### config.mk
export PLATFORM = sky130hd
export DESIGN_NAME = fb_scanout
export DESIGN_NICKNAME = d
export VERILOG_FILES = /design/src/rtl/fb_pkg.sv /design/src/rtl/vga_timing.sv /design/src/rtl/fb_scanout.sv
export SDC_FILE = /design/constraint.sdc
export NUM_CORES = 1
export LEC_CHECK = 0
export BUFFER_PORTS_ARGS = -buffer_cell sky130_fd_sc_hd__buf_2
export CAP_MARGIN = 20
export CORE_MARGIN = 2
export CORE_UTILIZATION = 25
export DETAILED_ROUTE_END_ITERATION = 6
export SLEW_MARGIN = 5
export SYNTH_ARGS = -nofsm -noshare
export SYNTH_HDL_FRONTEND = slang
export SYNTH_HIERARCHICAL = 1
export SYNTH_SLANG_ARGS = --single-unit
### constraint.sdc
create_clock -name clk -period 3 [get_ports clk]
set_input_delay 0.15 -clock clk [delete_from_list [all_inputs] [get_ports clk]]
set_output_delay 0.15 -clock clk [all_outputs]
set_load 0.02 [all_outputs]
### src/rtl/fb_pkg.sv
// Shared constants and types for the framebuffer scan-out path.
// The timing values describe 640x480@60 VGA in pixel-clock units.
package fb_pkg;
  localparam int unsigned H_VIS   = 640;
  localparam int unsigned H_FP    = 16;
  localparam int unsigned H_SYNC  = 96;
  localparam int unsigned H_TOT   = 800;
  localparam int unsigned V_VIS   = 480;
  localparam int unsigned V_FP    = 10;
  localparam int unsigned V_SYNC  = 2;
  localparam int unsigned V_TOT   = 525;

  localparam int unsigned FB_W    = 160;
  localparam int unsigned FB_H    = 120;
  localparam int unsigned ADDR_W  = 16;
  localparam int unsigned COLOR_W = 3;

  typedef logic [COLOR_W-1:0] color_t;
endpackage

### src/rtl/vga_timing.sv
// VGA raster counters with visible/sync decode of the current position,
// line/frame wrap strobes and a look-ahead visible flag for the next position.
module vga_timing
  import fb_pkg::*;
(
  input  logic       clk,
  input  logic       rst,
  input  logic       pix_ce,
  output logic [9:0] h_cnt,
  output logic [9:0] v_cnt,
  output logic       visible,
  output logic       vis_next,
  output logic       hsync_n,
  output logic       vsync_n,
  output logic       line_wrap,
  output logic       frame_wrap
);
  logic [9:0] h_cnt_q, h_cnt_d;
  logic [9:0] v_cnt_q, v_cnt_d;

  always_ff @(posedge clk or posedge rst) begin
    if (rst) begin
      h_cnt_q <= '0;
      v_cnt_q <= '0;
    end else begin
      h_cnt_q <= h_cnt_d;
      v_cnt_q <= v_cnt_d;
    end
  end

  always_comb begin
    line_wrap  = pix_ce && (h_cnt_q == 10'(H_TOT - 1));
    frame_wrap = line_wrap && (v_cnt_q == 10'(V_TOT - 1));
    h_cnt_d    = h_cnt_q;
    v_cnt_d    = v_cnt_q;
    if (pix_ce) begin
      h_cnt_d = line_wrap ? '0 : h_cnt_q + 10'd1;
      if (line_wrap) v_cnt_d = frame_wrap ? '0 : v_cnt_q + 10'd1;
    end
  end

  always_comb begin
    visible  = (h_cnt_q < 10'(H_VIS)) && (v_cnt_q < 10'(V_VIS));
    vis_next = (h_cnt_d < 10'(H_VIS)) && (v_cnt_d < 10'(V_VIS));
    hsync_n  = !((h_cnt_q >= 10'(H_VIS + H_FP)) &&
                 (h_cnt_q <  10'(H_VIS + H_FP + H_SYNC)));
    vsync_n  = !((v_cnt_q >= 10'(V_VIS + V_FP)) &&
                 (v_cnt_q <  10'(V_VIS + V_FP + V_SYNC)));
  end

  assign h_cnt = h_cnt_q;
  assign v_cnt = v_cnt_q;
endmodule

### src/rtl/fb_scanout.sv
// Framebuffer scan-out: incremental read-address generator (stage 0) and
// registered colour/sync/de outputs one pixel slot behind the counters (stage 1).
module fb_scanout #(
  parameter int unsigned FB_W       = fb_pkg::FB_W,
  parameter int unsigned FB_H       = fb_pkg::FB_H,
  parameter int unsigned SCALE_LOG2 = 2,
  parameter int unsigned ADDR_W     = fb_pkg::ADDR_W,
  parameter int unsigned COLOR_W    = fb_pkg::COLOR_W
) (
  input  logic               clk,
  input  logic               rst,
  input  logic               pix_ce,
  output logic [ADDR_W-1:0]  mem_addr,
  output logic               mem_rd,
  input  logic [COLOR_W-1:0] mem_do,
  output logic               hsync,
  output logic               vsync,
  output logic               de,
  output logic [COLOR_W-1:0] rgb,
  output logic               frame_start
);
  import fb_pkg::*;

  logic [9:0] h_cnt, v_cnt;
  logic       visible, vis_next, hsync_n, vsync_n, line_wrap, frame_wrap;

  vga_timing u_timing (
    .clk        (clk),
    .rst        (rst),
    .pix_ce     (pix_ce),
    .h_cnt      (h_cnt),
    .v_cnt      (v_cnt),
    .visible    (visible),
    .vis_next   (vis_next),
    .hsync_n    (hsync_n),
    .vsync_n    (vsync_n),
    .line_wrap  (line_wrap),
    .frame_wrap (frame_wrap)
  );

  logic [ADDR_W-1:0]  mem_addr_q, mem_addr_d;
  logic [ADDR_W-1:0]  row_base_q, row_base_d;
  logic               mem_rd_q, mem_rd_d;
  logic               hsync_q, hsync_d, vsync_q, vsync_d, de_q, de_d;
  logic [COLOR_W-1:0] rgb_q, rgb_d;
  logic               frame_start_q, frame_start_d;

  always_ff @(posedge clk or posedge rst) begin
    if (rst) begin
      mem_addr_q    <= '0;
      row_base_q    <= '0;
      mem_rd_q      <= 1'b0;
      hsync_q       <= 1'b1;
      vsync_q       <= 1'b1;
      de_q          <= 1'b0;
      rgb_q         <= '0;
      frame_start_q <= 1'b0;
    end else begin
      mem_addr_q    <= mem_addr_d;
      row_base_q    <= row_base_d;
      mem_rd_q      <= mem_rd_d;
      hsync_q       <= hsync_d;
      vsync_q       <= vsync_d;
      de_q          <= de_d;
      rgb_q         <= rgb_d;
      frame_start_q <= frame_start_d;
    end
  end

  // Stage 0: the address follows the counters into their next position.
  // Lines past the last framebuffer row leave address and row base untouched.
  always_comb begin
    mem_addr_d = mem_addr_q;
    row_base_d = row_base_q;
    mem_rd_d   = mem_rd_q;
    if (pix_ce) begin
      mem_rd_d = vis_next;
      if (frame_wrap) begin
        row_base_d = '0;
        mem_addr_d = '0;
      end else if (line_wrap) begin
        if (v_cnt < 10'((FB_H << SCALE_LOG2) - 1)) begin
          if (v_cnt[SCALE_LOG2-1:0] == '1) begin
            row_base_d = row_base_q + ADDR_W'(FB_W);
            mem_addr_d = row_base_q + ADDR_W'(FB_W);
          end else begin
            mem_addr_d = row_base_q;
          end
        end
      end else if (visible && (h_cnt[SCALE_LOG2-1:0] == '1) &&
                   (h_cnt != 10'((FB_W << SCALE_LOG2) - 1))) begin
        mem_addr_d = mem_addr_q + ADDR_W'(1);
      end
    end
  end

  // Stage 1: decode of the position held before this edge, plus its colour.
  always_comb begin
    hsync_d       = hsync_q;
    vsync_d       = vsync_q;
    de_d          = de_q;
    rgb_d         = rgb_q;
    frame_start_d = pix_ce && (h_cnt == '0) && (v_cnt == '0);
    if (pix_ce) begin
      hsync_d = hsync_n;
      vsync_d = vsync_n;
      de_d    = visible;
      rgb_d   = visible ? mem_do : '0;
    end
  end

  assign mem_addr    = mem_addr_q;
  assign mem_rd      = mem_rd_q;
  assign hsync       = hsync_q;
  assign vsync       = vsync_q;
  assign de          = de_q;
  assign rgb         = rgb_q;
  assign frame_start = frame_start_q;
endmodule

After elaboration in Yosys (flattened, before gate mapping). Index checks and enable logic that the tools add are counted.

Bits in registers: 60. Input port bits: 6. Output and inout port bits: 24.

Add/subtract/negate cells: 4. Order comparisons: 9. Equality and inequality tests: 6. Muxes and demuxes: 13. Reduce and logical (&&, ||, !) cells: 19.

Operators with widths (number): $mux W16 (7); $mux W10 (5); $lt A10 B9 Y1 const B (4); $lt A10 B10 Y1 const B (3); $add A10 B1 Y10 const B (2); $eq A10 B10 Y1 const B (2); $logic_not A10 Y1 (2); $add A16 B1 Y16 const B (1); $add A16 B8 Y16 const B (1); $ge A10 B10 Y1 const B (1); $ge A10 B9 Y1 const B (1); $logic_and A1 B1 Y1 (10); $ne A10 B10 Y1 const B (1); $reduce_and A3 Y1 (2); $eq A2 B2 Y1 const B (2); $reduce_bool A2 Y1 (2); $mux W3 (1); $ne A3 B1 Y1 const B (1); $reduce_bool A3 Y1 (1); $logic_not A1 Y1 (2).

Depth between registers and ports, before layout. Gate-level depths: netlist of the first run.

Depth after elaboration: 8. Gate-level depth with buffers: 11. Mapped depth without buffers: 9.

Modules after synthesis. The synthesis of the first run kept the hierarchy.

Modules (own cells, without submodules): fb_scanout (times used 1, cells an instance 252, area each 2239.6 sq um, sequential area each 878.3 sq um); vga_timing (times used 1, cells an instance 128, area each 1167.4 sq um, sequential area each 500.5 sq um).

Least setup slack after synthesis of the first run. Ideal clock, no wire load.

Kind: register -> register. From: register u_timing.h_cnt_q[0], in the netlist u_timing/h_cnt[0]. To: register mem_addr_q[7], in the netlist mem_addr[7]. Arrival: 2571 ps. Data required time: 2874 ps. Slack: 303 ps. Cell stages (with the launch flop): 11. Cells stage by stage: dfrtp_1 -> ha_1 -> and4_1 -> nand3_1 -> clkbuf_1 -> clkinv_1 -> and2_0 -> o41ai_4 -> buf_6 -> mux2i_1 -> nor2_1.

RTL lines: start: declaration (RTL line vga_timing.sv:18) `logic [9:0] h_cnt_q, h_cnt_d;`; start signal: assignment (RTL line vga_timing.sv:26) `h_cnt_q <= h_cnt_d;`; $eq A10 B10 Y1 (*) (RTL line vga_timing.sv:32) `line_wrap = pix_ce && (h_cnt_q == 10'(H_TOT - 1));`; $logic_and A1 B1 Y1 (*) (RTL line vga_timing.sv:32); net line_wrap (RTL line fb_scanout.sv:25) `logic visible, vis_next, hsync_n, vsync_n, line_wrap, frame_wrap;`; $logic_and A1 B1 Y1 (RTL line vga_timing.sv:33) `frame_wrap = line_wrap && (v_cnt_q == 10'(V_TOT - 1));`; $ne A3 B1 Y1 (no line) / $reduce_bool A3 Y1 (equally long branches); $reduce_and A3 Y1 (no line); end signal: assignment (RTL line fb_scanout.sv:59) `mem_addr_q <= mem_addr_d;`; end: declaration (RTL line fb_scanout.sv:41) `logic [ADDR_W-1:0] mem_addr_q, mem_addr_d;`.

The timed path passes the listed nets; every way through them passes the cells marked *. A chain may end at the register's enable or synchronous reset.

Final worst setup path of the first run.
From: register u_timing.h_cnt_q[0], in the netlist u_timing/h_cnt[0]. To: register mem_addr_q[3], in the netlist mem_addr[3].

The elaborated chain is that of the path after synthesis.

==> results of run 1 <==
-- report_power, final --
| group | switching, mW | internal, mW |
|---|---|---|
| clock | 0.272 | 0.416 |
| combinational | 0.162 | 0.0994 |
| sequential | 0.102 | 0.797 |
| total | 0.536 | 1.31 |
-- tightest hold or removal path, stage by stage --
cell	delay [ns]
buf_2	0.08
nand3_1	0.06
o21ai_0	0.06
-- what timing repair did --
item | CTS | global route
hold buffers | 1 | 0
endpoints found under the hold margin | 33 | 0
resized for setup | 0 | 0
-- logic make-up (layout without fill, tap and decap cells) --
logic type | after synthesis | count (layout) | synth area share [%]
DFF | 55 | 55 | 40.47
and+or+nand+nor | 148 | 148 | 23.83
muxes | 8 | 8 | 2.497
adders and majority gates | 6 | 6 | 2.203
buffers and inverters | 35 | 74 | 4.480
xor gates and xnor gates | 18 | 18 | 4.627
AOI/OAI and AO/OA | 110 | 110 | 21.89
-- cells in the mapped netlist (3+ instances only) --
cell type  number
nor4_1         10
nor3_1         12
nand2_1        34
nand3_1        23
o31ai_1         5
mux2_2          4
o21a_1          3
a31oi_1        14
dfrtp_1        53
a21oi_1        20
clkbuf_1        7
o21ai_0        32
and4_1          6
nand2b_1        3
or3_1           5
a21o_1          3
xnor2_1        11
nor2_1         22
xor2_1          7
a211oi_1        4
nor2b_1         3
mux2i_1         4
a22oi_1         4
nand4_1         8
buf_2           5
o311ai_0        4
a311oi_1        3
inv_1          18
ha_1            6
-- per-layer routing --
metal	share of wire, %	routed length, microns
met1	46	4269
met4	1.9	176
met3	5.4	509
met2	47	4406
met5	0	0
-- registers in the layout (all words and copies together) (netlist names) --
name            flops
de                  1
frame_start         1
hsync               1
mem_addr           16
mem_rd              1
rgb                 3
row_base_q         11
u_timing/h_cnt     10
u_timing/v_cnt     10
vsync               1
-- layout make-up --
class	count	area, sq um
fillers	1393	9296
multi-input cells	290	1876
flip-flops and latches	55	1379
repair buffers	46	275.3
well taps	176	220.2
clock buffers	6	138.9
inverters	20	75.07
clock inverters	2	35.03
-- metrics by stage --
step	hold slack, ns	power, mW	util [%]
global route	0.09674	1.949	30.08
floorplan	0.1138	1.074	-
detailed placement	0.3121	1.170	28.69
CTS	0.08866	1.866	30.08
global placement	0.3051	1.156	28.69
finish	0.09016	1.849	30.08
-- worst min-delay path by stage --
stage / startpoint / endpoint / depth (start not counted)
6_report: mem_do[0] / rgb[0] / 3
5_1_grt: mem_do[1] / rgb[1] / 3
4_1_cts: mem_do[0] / rgb[0] / 3
3_5_place_dp: rst / mem_rd / 3
3_3_place_gp: rst / mem_rd / 3
2_1_floorplan: rst / u_timing/h_cnt[0] / 1
==> flow_metrics.env, run 1 <==
export IMPL_drt_iter0_markers=304
export IMPL_skew_ns=0.007907
export IMPL_area_growth_syn_to_layout_pct=17.37
export IMPL_crit_path_start_kind="flop"
export IMPL_finalSetupViolations=0
export IMPL_critPathCapture="mem_addr[3]"
export IMPL_reg2reg_depth=10
export IMPL_cp_data_required_time_ns=3.21
export IMPL_grt_pass1_wl_mm=15.64
export IMPL_cts_sinks=55
export IMPL_grt_antenna_before_repair=0
export IMPL_relSlewSlack_pct=46.78
export IMPL_yosys_warnings=6
export IMPL_worstReg2RegEnd="mem_addr[3]"
export IMPL_synth_avg_cell_area_sq_um=8.966
export IMPL_yosys_register_bits=55
export IMPL_initial_core_util_pct=25.63
export IMPL_place_gp_congestion=0.9369
export IMPL_drv_slew=0
export IMPL_cp_top_family="simple AND/OR/NAND/NOR gates"
export IMPL_yosysTopAreaCellShare_pct=38.93
export IMPL_drive_gt1_share_pct=16.71
export IMPL_yosys_area_top_type="dfrtp_1"
export IMPL_synthFlopType="dfrtp_1"
export IMPL_syn_nets=392
export IMPL_crit_cells=10
export IMPL_critPathSlowestCell="dfrtp_1"
export IMPL_routed_via_density=5.341
export IMPL_wl_mm=9.362
export IMPL_cts_setup_buffers=0
export IMPL_firstDrtPassIters=5
export IMPL_final_cell_mix="dfrtp_1 (53), nand2_1 (34), o21ai_0 (32), buf_2 (29), nand3_1 (23)"
export IMPL_cp_end_kind="flop"
export IMPL_insertion_delay_ns=0.30
export IMPL_placed_area_sq_mm=0.003815
export IMPL_dp_cells=586
export IMPL_grtUsageMet1_pct=18.14
export IMPL_cellLeakagePower_nw=1.647
export IMPL_async_reset_ff_share_pct=100.0
export IMPL_busiest_layer="met2"
export IMPL_crit_top_cell="buf_4"
export IMPL_worstPathCellList="ha_1, and4_1, nand3_1, clkinv_1, buf_4, a211oi_4, buf_4, nand4_1, or3_1, o21ai_0"
export IMPL_slowest_delay_ns=0.47
export IMPL_cts_root_buf="clkbuf_16"
export IMPL_die_area_sq_mm=0.01458
export IMPL_setup_tns_ns=0
export IMPL_grt_overflow_total=0
export IMPL_insertedDiodeCount=0
export IMPL_ys_seq_area_share_pct=40.47
export IMPL_io_pins=30
export IMPL_clk_pin_slew_ns=0.07
export IMPL_port_buffers=29
export IMPL_finalHoldViolations=0
export IMPL_place_worst_setup_slack_ns=0.3531
export IMPL_worstSetupPathType="flop to flop"
export IMPL_reg2reg_slack_ns=0.29
export IMPL_synth_cells=380
export IMPL_final_nets=430
export IMPL_outcome="completed"
export IMPL_met2_usage_pct=21.19
export IMPL_clockBufferDepth=2
export IMPL_cp_max_fo=9
export IMPL_grt_use_total_pct=13.22
export IMPL_path_buf_inv=3
export IMPL_row_count=42
export IMPL_layout_setup_ws_ns=0.2947
export IMPL_antenna_left=0
export IMPL_cap_violations=0
export IMPL_fin_area_sq_mm=0.003999
export IMPL_use_met3_pct=2.170
export IMPL_synth_edff_count=0
export IMPL_fin_crit_sh_pct=90.18
export IMPL_tightest_slew_ns=0.7974
export IMPL_cts_htree_levels=2
export IMPL_dieWidth_microns=120.7
export IMPL_netlist_area_sq_mm=0.003407
export IMPL_layout_commonest_cell="dfrtp_1"
export IMPL_drc=0
export IMPL_tritoncts="done"
export IMPL_power_density_mw_per_mm2=462.4
export IMPL_wl_per_cell_microns=15.73
export IMPL_r2r_start="u_timing/h_cnt[0]"
export IMPL_core_sq_mm=0.01330
export IMPL_cts_buffers_inserted=5
export IMPL_via_count=3178
export IMPL_period_needed_ns=2.705
export IMPL_grt_max_degree=36
export IMPL_die_height_microns=120.7
export IMPL_hpwl_mm=6.680
export IMPL_crit_path_start="u_timing/h_cnt[0]"
export IMPL_instances_no_fill=595
export IMPL_worstPathArrival_ns=2.91
export IMPL_fmax_mhz=369.6
export IMPL_synth_distinct_cells=68
export IMPL_peakVddDrop_v=0.0002651
export IMPL_grt_pass1_vias=3014
export IMPL_rsz0062_at_grt="no"
export IMPL_min_path_type="input pin to flop"
export IMPL_synth_top_cells_by_area="dfrtp_1 (39%), o21ai_0 (4.7%), nand2_1 (3.7%)"
(Power assumes the default switching activity.)
==> inputs of run 2 (changes only) <==
Settings changed: BUFFER_PORTS_ARGS -buffer_cell sky130_fd_sc_hd__buf_2 to -buffer_cell sky130_fd_sc_hd__buf_4, CORE_ASPECT_RATIO from default to 2.
==> run 2 against run 1 <==
Against the previous run:
- critical path depth is the same
- worst setup slack lost 0.072 ns
- power is 2.6% lower
- sequential power increased by 0.7%
- core utilization grew 0.22 points
- die area is 0.39% higher
- first-iteration DRC count down 59%
- worst hold slack got worse by 0.00053 ns
- combinational power up 4%
- final cell count shrank 3.2%
- clock power is 9.3% lower
- clock skew down 0.0044 ns
==> flow_metrics.env, run 2 (synthesized netlist as in run 1, its figures left out) <==
export IMPL_insertedDiodeCount=0
export IMPL_cp_top_family="simple AND/OR/NAND/NOR gates"
export IMPL_firstDrtPassIters=4
export IMPL_reg2reg_depth=10
export IMPL_grt_max_degree=36
export IMPL_power_density_mw_per_mm2=444.7
export IMPL_skew_ns=0.003472
export IMPL_antenna_left=0
export IMPL_fillers=1390
export IMPL_crit_cells=10
export IMPL_rsz0062_at_grt="no"
export IMPL_row_count=60
export IMPL_placed_area_sq_mm=0.003876
export IMPL_busiest_layer="met2"
export IMPL_fin_crit_sh_pct=92.57
export IMPL_grt_use_total_pct=14.37
export IMPL_place_gp_congestion=0.9188
export IMPL_cp_max_fo=14
export IMPL_fin_util_pct=30.30
export IMPL_io_pins=30
export IMPL_drt_iter0_markers=126
export IMPL_port_buffers=29
export IMPL_drv_slew=0
export IMPL_finalSetupViolations=0
export IMPL_finalHoldViolations=0
export IMPL_grt_pass1_vias=3214
export IMPL_cap_violations=0
export IMPL_layout_commonest_cell="dfrtp_1"
export IMPL_met2_usage_pct=25.82
export IMPL_p_int_mw=1.267
export IMPL_p_sw_share_pct=29.63
export IMPL_cp_end_kind="flop"
export IMPL_timing_hold_ws_ns=0.08963
export IMPL_cellLeakagePower_nw=1.666
export IMPL_setup_tns_ns=0
export IMPL_cts_setup_buffers=0
export IMPL_hpwl_mm=7.701
export IMPL_drive_gt1_share_pct=17.10
export IMPL_outcome="completed"
export IMPL_fin_area_sq_mm=0.004049
export IMPL_tightest_slew_ns=0.8581
export IMPL_worstPathArrival_ns=2.96
export IMPL_cts_buffers_inserted=5
export IMPL_area_growth_syn_to_layout_pct=18.84
export IMPL_final_cell_mix="dfrtp_1 (53), buf_4 (47), nand2_1 (34), o21ai_0 (32), nand3_1 (23)"
export IMPL_drc=0
export IMPL_p_comb_share_pct=15.1
export IMPL_min_path_type="input pin to flop"
export IMPL_cp_data_required_time_ns=3.18
export IMPL_core_sq_mm=0.01336
export IMPL_cts_sinks=55
export IMPL_grt_antenna_before_repair=0
export IMPL_crit_top_cell="buf_4"
export IMPL_tritoncts="done"
export IMPL_worstSetupPathType="flop to flop"
export IMPL_die_area_sq_mm=0.01463
export IMPL_grt_pass1_wl_mm=16.51
export IMPL_insertion_delay_ns=0.30
export IMPL_grt_overflow_total=0
export IMPL_fmax_mhz=360.1
export IMPL_seq_power_share_pct=50.3
export IMPL_crit_path_start_kind="flop"
export IMPL_largest_reg_flops=16
export IMPL_wl_mm=10.16
export IMPL_cts_htree_levels=2
export IMPL_relSlewSlack_pct=42.35
export IMPL_period_needed_ns=2.777
export IMPL_grtUsageMet1_pct=14.53
export IMPL_dieWidth_microns=86.55
export IMPL_path_buf_inv=4
export IMPL_peakVddDrop_v=0.0002248
export IMPL_die_height_microns=169.1
export IMPL_initial_core_util_pct=25.50
export IMPL_clock_power_share_pct=34.6
export IMPL_cts_root_buf="clkbuf_16"
export IMPL_use_met3_pct=2.194
export IMPL_via_count=3212
export IMPL_p_switching_uw=533.5
export IMPL_clockBufferDepth=2
export IMPL_clk_pin_slew_ns=0.07
export IMPL_wl_per_cell_microns=17.63
export IMPL_routed_via_density=5.576
export IMPL_slowest_delay_ns=0.49
export IMPL_worstPathCellList="nor4bb_2, nand3_1, buf_4, nor2_1, buf_4, inv_1, nand2_1, a21oi_1, buf_4, a221o_1"
export IMPL_whs_path_depth=3
export IMPL_critPathSlowestCell="dfrtp_1"
export IMPL_final_nets=432
[run 2: changes by cell type in the layout (fill, tap and decap cells not counted), sizes merged]
cell | previous run | this run
clkbuf | 6 | 8
clkinv | 3 | 2
bufinv | 1 | 0
buf | 45 | 47
[run 2: power groups by stage]
| stage | clock network (mW) | registers (mW) | logic [mW] |
|---|---|---|---|
| after floorplan | 0 | 0.907 | 0.167 |
| after global placement | 0 | 0.912 | 0.266 |
| after detailed placement | 0 | 0.916 | 0.270 |
| after CTS | 0.647 | 0.902 | 0.274 |
| after global routing | 0.665 | 0.917 | 0.300 |
| final | 0.624 | 0.906 | 0.271 |
[run 2: area by class of cell]
class                           count  area [sq um]  area share (%)
Clock buffer                        8         156.4           3.863
Inverter                           20         75.07           1.854
Multi-Input combinational cell    290          1882           46.48
Sequential cell                    55          1379           34.05
Tap cell                          155         193.9           4.790
Timing Repair Buffer               48         362.8           8.962
[run 2: metrics by stage]
step	std cells	power (mW)	worst slack (ns)
after floorplan	380	1.074	0.3032
after global placement	567	1.179	0.2415
after detailed placement	567	1.186	0.1844
after CTS	576	1.823	0.1814
after global routing	576	1.882	0.07081
final	576	1.801	0.2229
[run 2: layer usage]
| metal | vias up | routed length [microns] |
|---|---|---|
| met2 | 111 | 5646 |
| met1 | 1557 | 3597 |
| met3 | 43 | 295 |
| li1 | 1501 | - |
| met4 | 0 | 618 |
| met5 | - | 0 |
[run 2: what timing repair did]
item                                    4_1_cts  5_1_grt
hold buffers                                  1        0
endpoints found under the setup margin        0        3
resized for setup                             0        1
endpoints found under the hold margin         1        0
[run 2: worst paths after layout]
kind,start,endpoint,slack [ns]
min reg2reg,row_base_q[15],row_base_q[15],0.50
max in group asynchronous,rst,u_timing/v_cnt[3],1.92
min in group asynchronous,rst,hsync,0.43
max,u_timing/h_cnt[7],mem_addr[13],0.22
max reg2reg,u_timing/h_cnt[7],mem_addr[13],0.22
min,mem_do[1],rgb[1],0.09
[run 2: worst register-to-register path, stage by stage (launching register included)]
cell,delay [ns]
dfrtp_1,0.49
nor4bb_2,0.45
nand3_1,0.16
buf_4,0.20
nor2_1,0.15
buf_4,0.24
inv_1,0.19
nand2_1,0.21
a21oi_1,0.06
buf_4,0.19
a221o_1,0.33
==> inputs of run 3 (changes only) <==
Settings changed: CTS_BUF_LIST from default to sky130_fd_sc_hd__clkbuf_16.
==> run 3 against run 2 <==
Against the previous run:
- first-iteration DRC count is 40% higher
- critical endpoint unchanged
- sequential share of layout area is 0.17 points higher
- core utilization is 0.15 points lower
- sequential cell count stayed put
- critical path type unchanged
- combinational power hardly changed
==> flow_metrics.env, run 3 (synthesized netlist as in run 1, its figures left out) <==
export IMPL_outcome="completed"
export IMPL_tightest_slew_ns=0.8725
export IMPL_fin_crit_sh_pct=92.88
export IMPL_cts_root_buf="clkbuf_16"
export IMPL_clock_power_share_pct=32.6
export IMPL_peakVddDrop_v=0.0002239
export IMPL_clockBufferDepth=2
export IMPL_grt_pass1_wl_mm=16.57
export IMPL_reg2reg_slack_ns=0.21
export IMPL_multi_input_area_sq_mm=0.001882
export IMPL_finalHoldViolations=0
export IMPL_p_sw_share_pct=30.63
export IMPL_power_density_mw_per_mm2=433.9
export IMPL_relSlewSlack_pct=41.39
export IMPL_crit_path_start_kind="flop"
export IMPL_critPathSlowestCell="dfrtp_1"
export IMPL_drt_iter0_markers=176
export IMPL_wl_mm=10.17
export IMPL_top_layer="met4"
export IMPL_r2r_start="u_timing/h_cnt[7]"
export IMPL_grt_antenna_before_repair=0
export IMPL_grt_use_total_pct=14.41
export IMPL_cts_buffers_inserted=5
export IMPL_fillers=1393
export IMPL_grt_max_degree=36
export IMPL_firstDrtPassIters=5
export IMPL_final_cell_mix="dfrtp_1 (53), buf_4 (47), nand2_1 (34), o21ai_0 (32), nand3_1 (23)"
export IMPL_grt_pass1_vias=3217
export IMPL_dieWidth_microns=86.55
export IMPL_drive_gt1_share_pct=16.63
export IMPL_core_sq_mm=0.01336
export IMPL_fmax_mhz=358.9
export IMPL_place_gp_congestion=0.9188
export IMPL_worstPathArrival_ns=2.97
export IMPL_largest_reg_flops=16
export IMPL_p_comb_share_pct=15.5
export IMPL_antenna_left=0
export IMPL_insertion_delay_ns=0.30
export IMPL_skew_ns=0.003973
export IMPL_ff_latch_area_sq_mm=0.001379
export IMPL_layout_commonest_cell="dfrtp_1"
export IMPL_wl_per_cell_microns=17.66
export IMPL_cp_max_fo=14
export IMPL_slowest_delay_ns=0.49
export IMPL_crit_path_start="u_timing/h_cnt[7]"
export IMPL_rsz0062_at_grt="no"
export IMPL_final_nets=432
export IMPL_fin_util_pct=30.15
export IMPL_cts_setup_buffers=0
export IMPL_die_area_sq_mm=0.01463
export IMPL_setup_tns_ns=0
export IMPL_drv_slew=0
export IMPL_worstPathCellList="nor4bb_2, nand3_1, buf_4, nor2_1, buf_4, inv_1, nand2_1, a21oi_1, buf_4, a221o_1"
export IMPL_via_count=3195
export IMPL_cts_sinks=55
export IMPL_die_height_microns=169.1
export IMPL_io_pins=30
export IMPL_cap_violations=0
export IMPL_cts_htree_levels=2
export IMPL_wl_met1_mm=3.662
export IMPL_cp_data_required_time_ns=3.18
export IMPL_insertedDiodeCount=0
export IMPL_grt_overflow_total=0
export IMPL_wl_met2_mm=5.537
export IMPL_row_count=60
export IMPL_period_needed_ns=2.786
export IMPL_reg2reg_depth=10
export IMPL_finalSetupViolations=0
export IMPL_port_buffers=29
export IMPL_worstReg2RegEnd="mem_addr[13]"
export IMPL_critPathCapture="mem_addr[13]"
export IMPL_cp_end_kind="flop"
export IMPL_min_path_type="input pin to flop"
export IMPL_hpwl_mm=7.701
export IMPL_dr_wl_met3_microns=295
export IMPL_routed_via_density=5.547
export IMPL_p_int_mw=1.213
export IMPL_tritoncts="done"
export IMPL_drc=0
export IMPL_area_growth_syn_to_layout_pct=18.25
export IMPL_seq_power_share_pct=51.8
export IMPL_crit_top_cell="buf_4"
export IMPL_worstSetupPathType="flop to flop"
export IMPL_clk_pin_slew_ns=0.07
export IMPL_initial_core_util_pct=25.50
export IMPL_p_switching_uw=535.5
export IMPL_cellLeakagePower_nw=1.658
[run 3: layer usage]
layer  vias to the layer above  global-route usage [%]
met4                         0                   10.19
met5                         -                       0
met1                      1535                   14.68
met2                       108                   25.79
met3                        43                   2.340
li1                       1509                       -
[run 3: worst max-delay path, delay by kind of cell (launching register included)]
family	cells	cell delay (ns)
AOI/OAI and AO/OA	2	0.38
buffers and inverters	4	0.83
DFF	1	0.49
and+or+nand+nor	4	0.96
[run 3: per-stage QoR]
step	setup WS (ns)	total power, mW	hold WS [ns]	instances	area [sq um]
2_1_floorplan	0.3032	1.074	0.1138	380	3407
3_3_place_gp	0.2415	1.179	0.1796	567	3876
6_report	0.2136	1.748	0.08566	576	4029
5_1_grt	0.06991	1.828	0.1010	576	4029
3_5_place_dp	0.1844	1.186	0.1867	567	3876
4_1_cts	0.1811	1.767	0.08984	576	4023
[run 3: cell type report]
type	instances	area share, %
Inverter	20	1.863
Multi-Input combinational cell	290	46.71
Clock buffer	5	3.106
Clock inverter	3	0.2795
Tap cell	155	4.814
Timing Repair Buffer	48	9.006
Sequential cell	55	34.22
[run 3: worst min-delay path by stage]
stage,from,cells after the start,slack (ns),end
3_3_place_gp,rst,2,0.18,hsync
4_1_cts,mem_do[0],3,0.09,rgb[0]
6_report,mem_do[1],3,0.09,rgb[1]
5_1_grt,mem_do[0],3,0.10,rgb[0]
3_5_place_dp,rst,2,0.19,hsync
2_1_floorplan,rst,1,0.11,u_timing/h_cnt[0]
[run 3: timing repair]
item                                    in CTS  in global routing
endpoints found under the setup margin       0                  3
endpoints found under the hold margin        1                  0
hold buffers                                 1                  0
resized for setup                            0                  1
[run 3: power groups by stage]
| stage | sequential (mW) | clock (mW) | combinational (mW) |
|---|---|---|---|
| final | 0.906 | 0.570 | 0.271 |
| after global routing | 0.917 | 0.611 | 0.300 |
| after CTS | 0.902 | 0.591 | 0.274 |
| after detailed placement | 0.916 | 0 | 0.270 |
| after global placement | 0.912 | 0 | 0.266 |
| after floorplan | 0.907 | 0 | 0.167 |
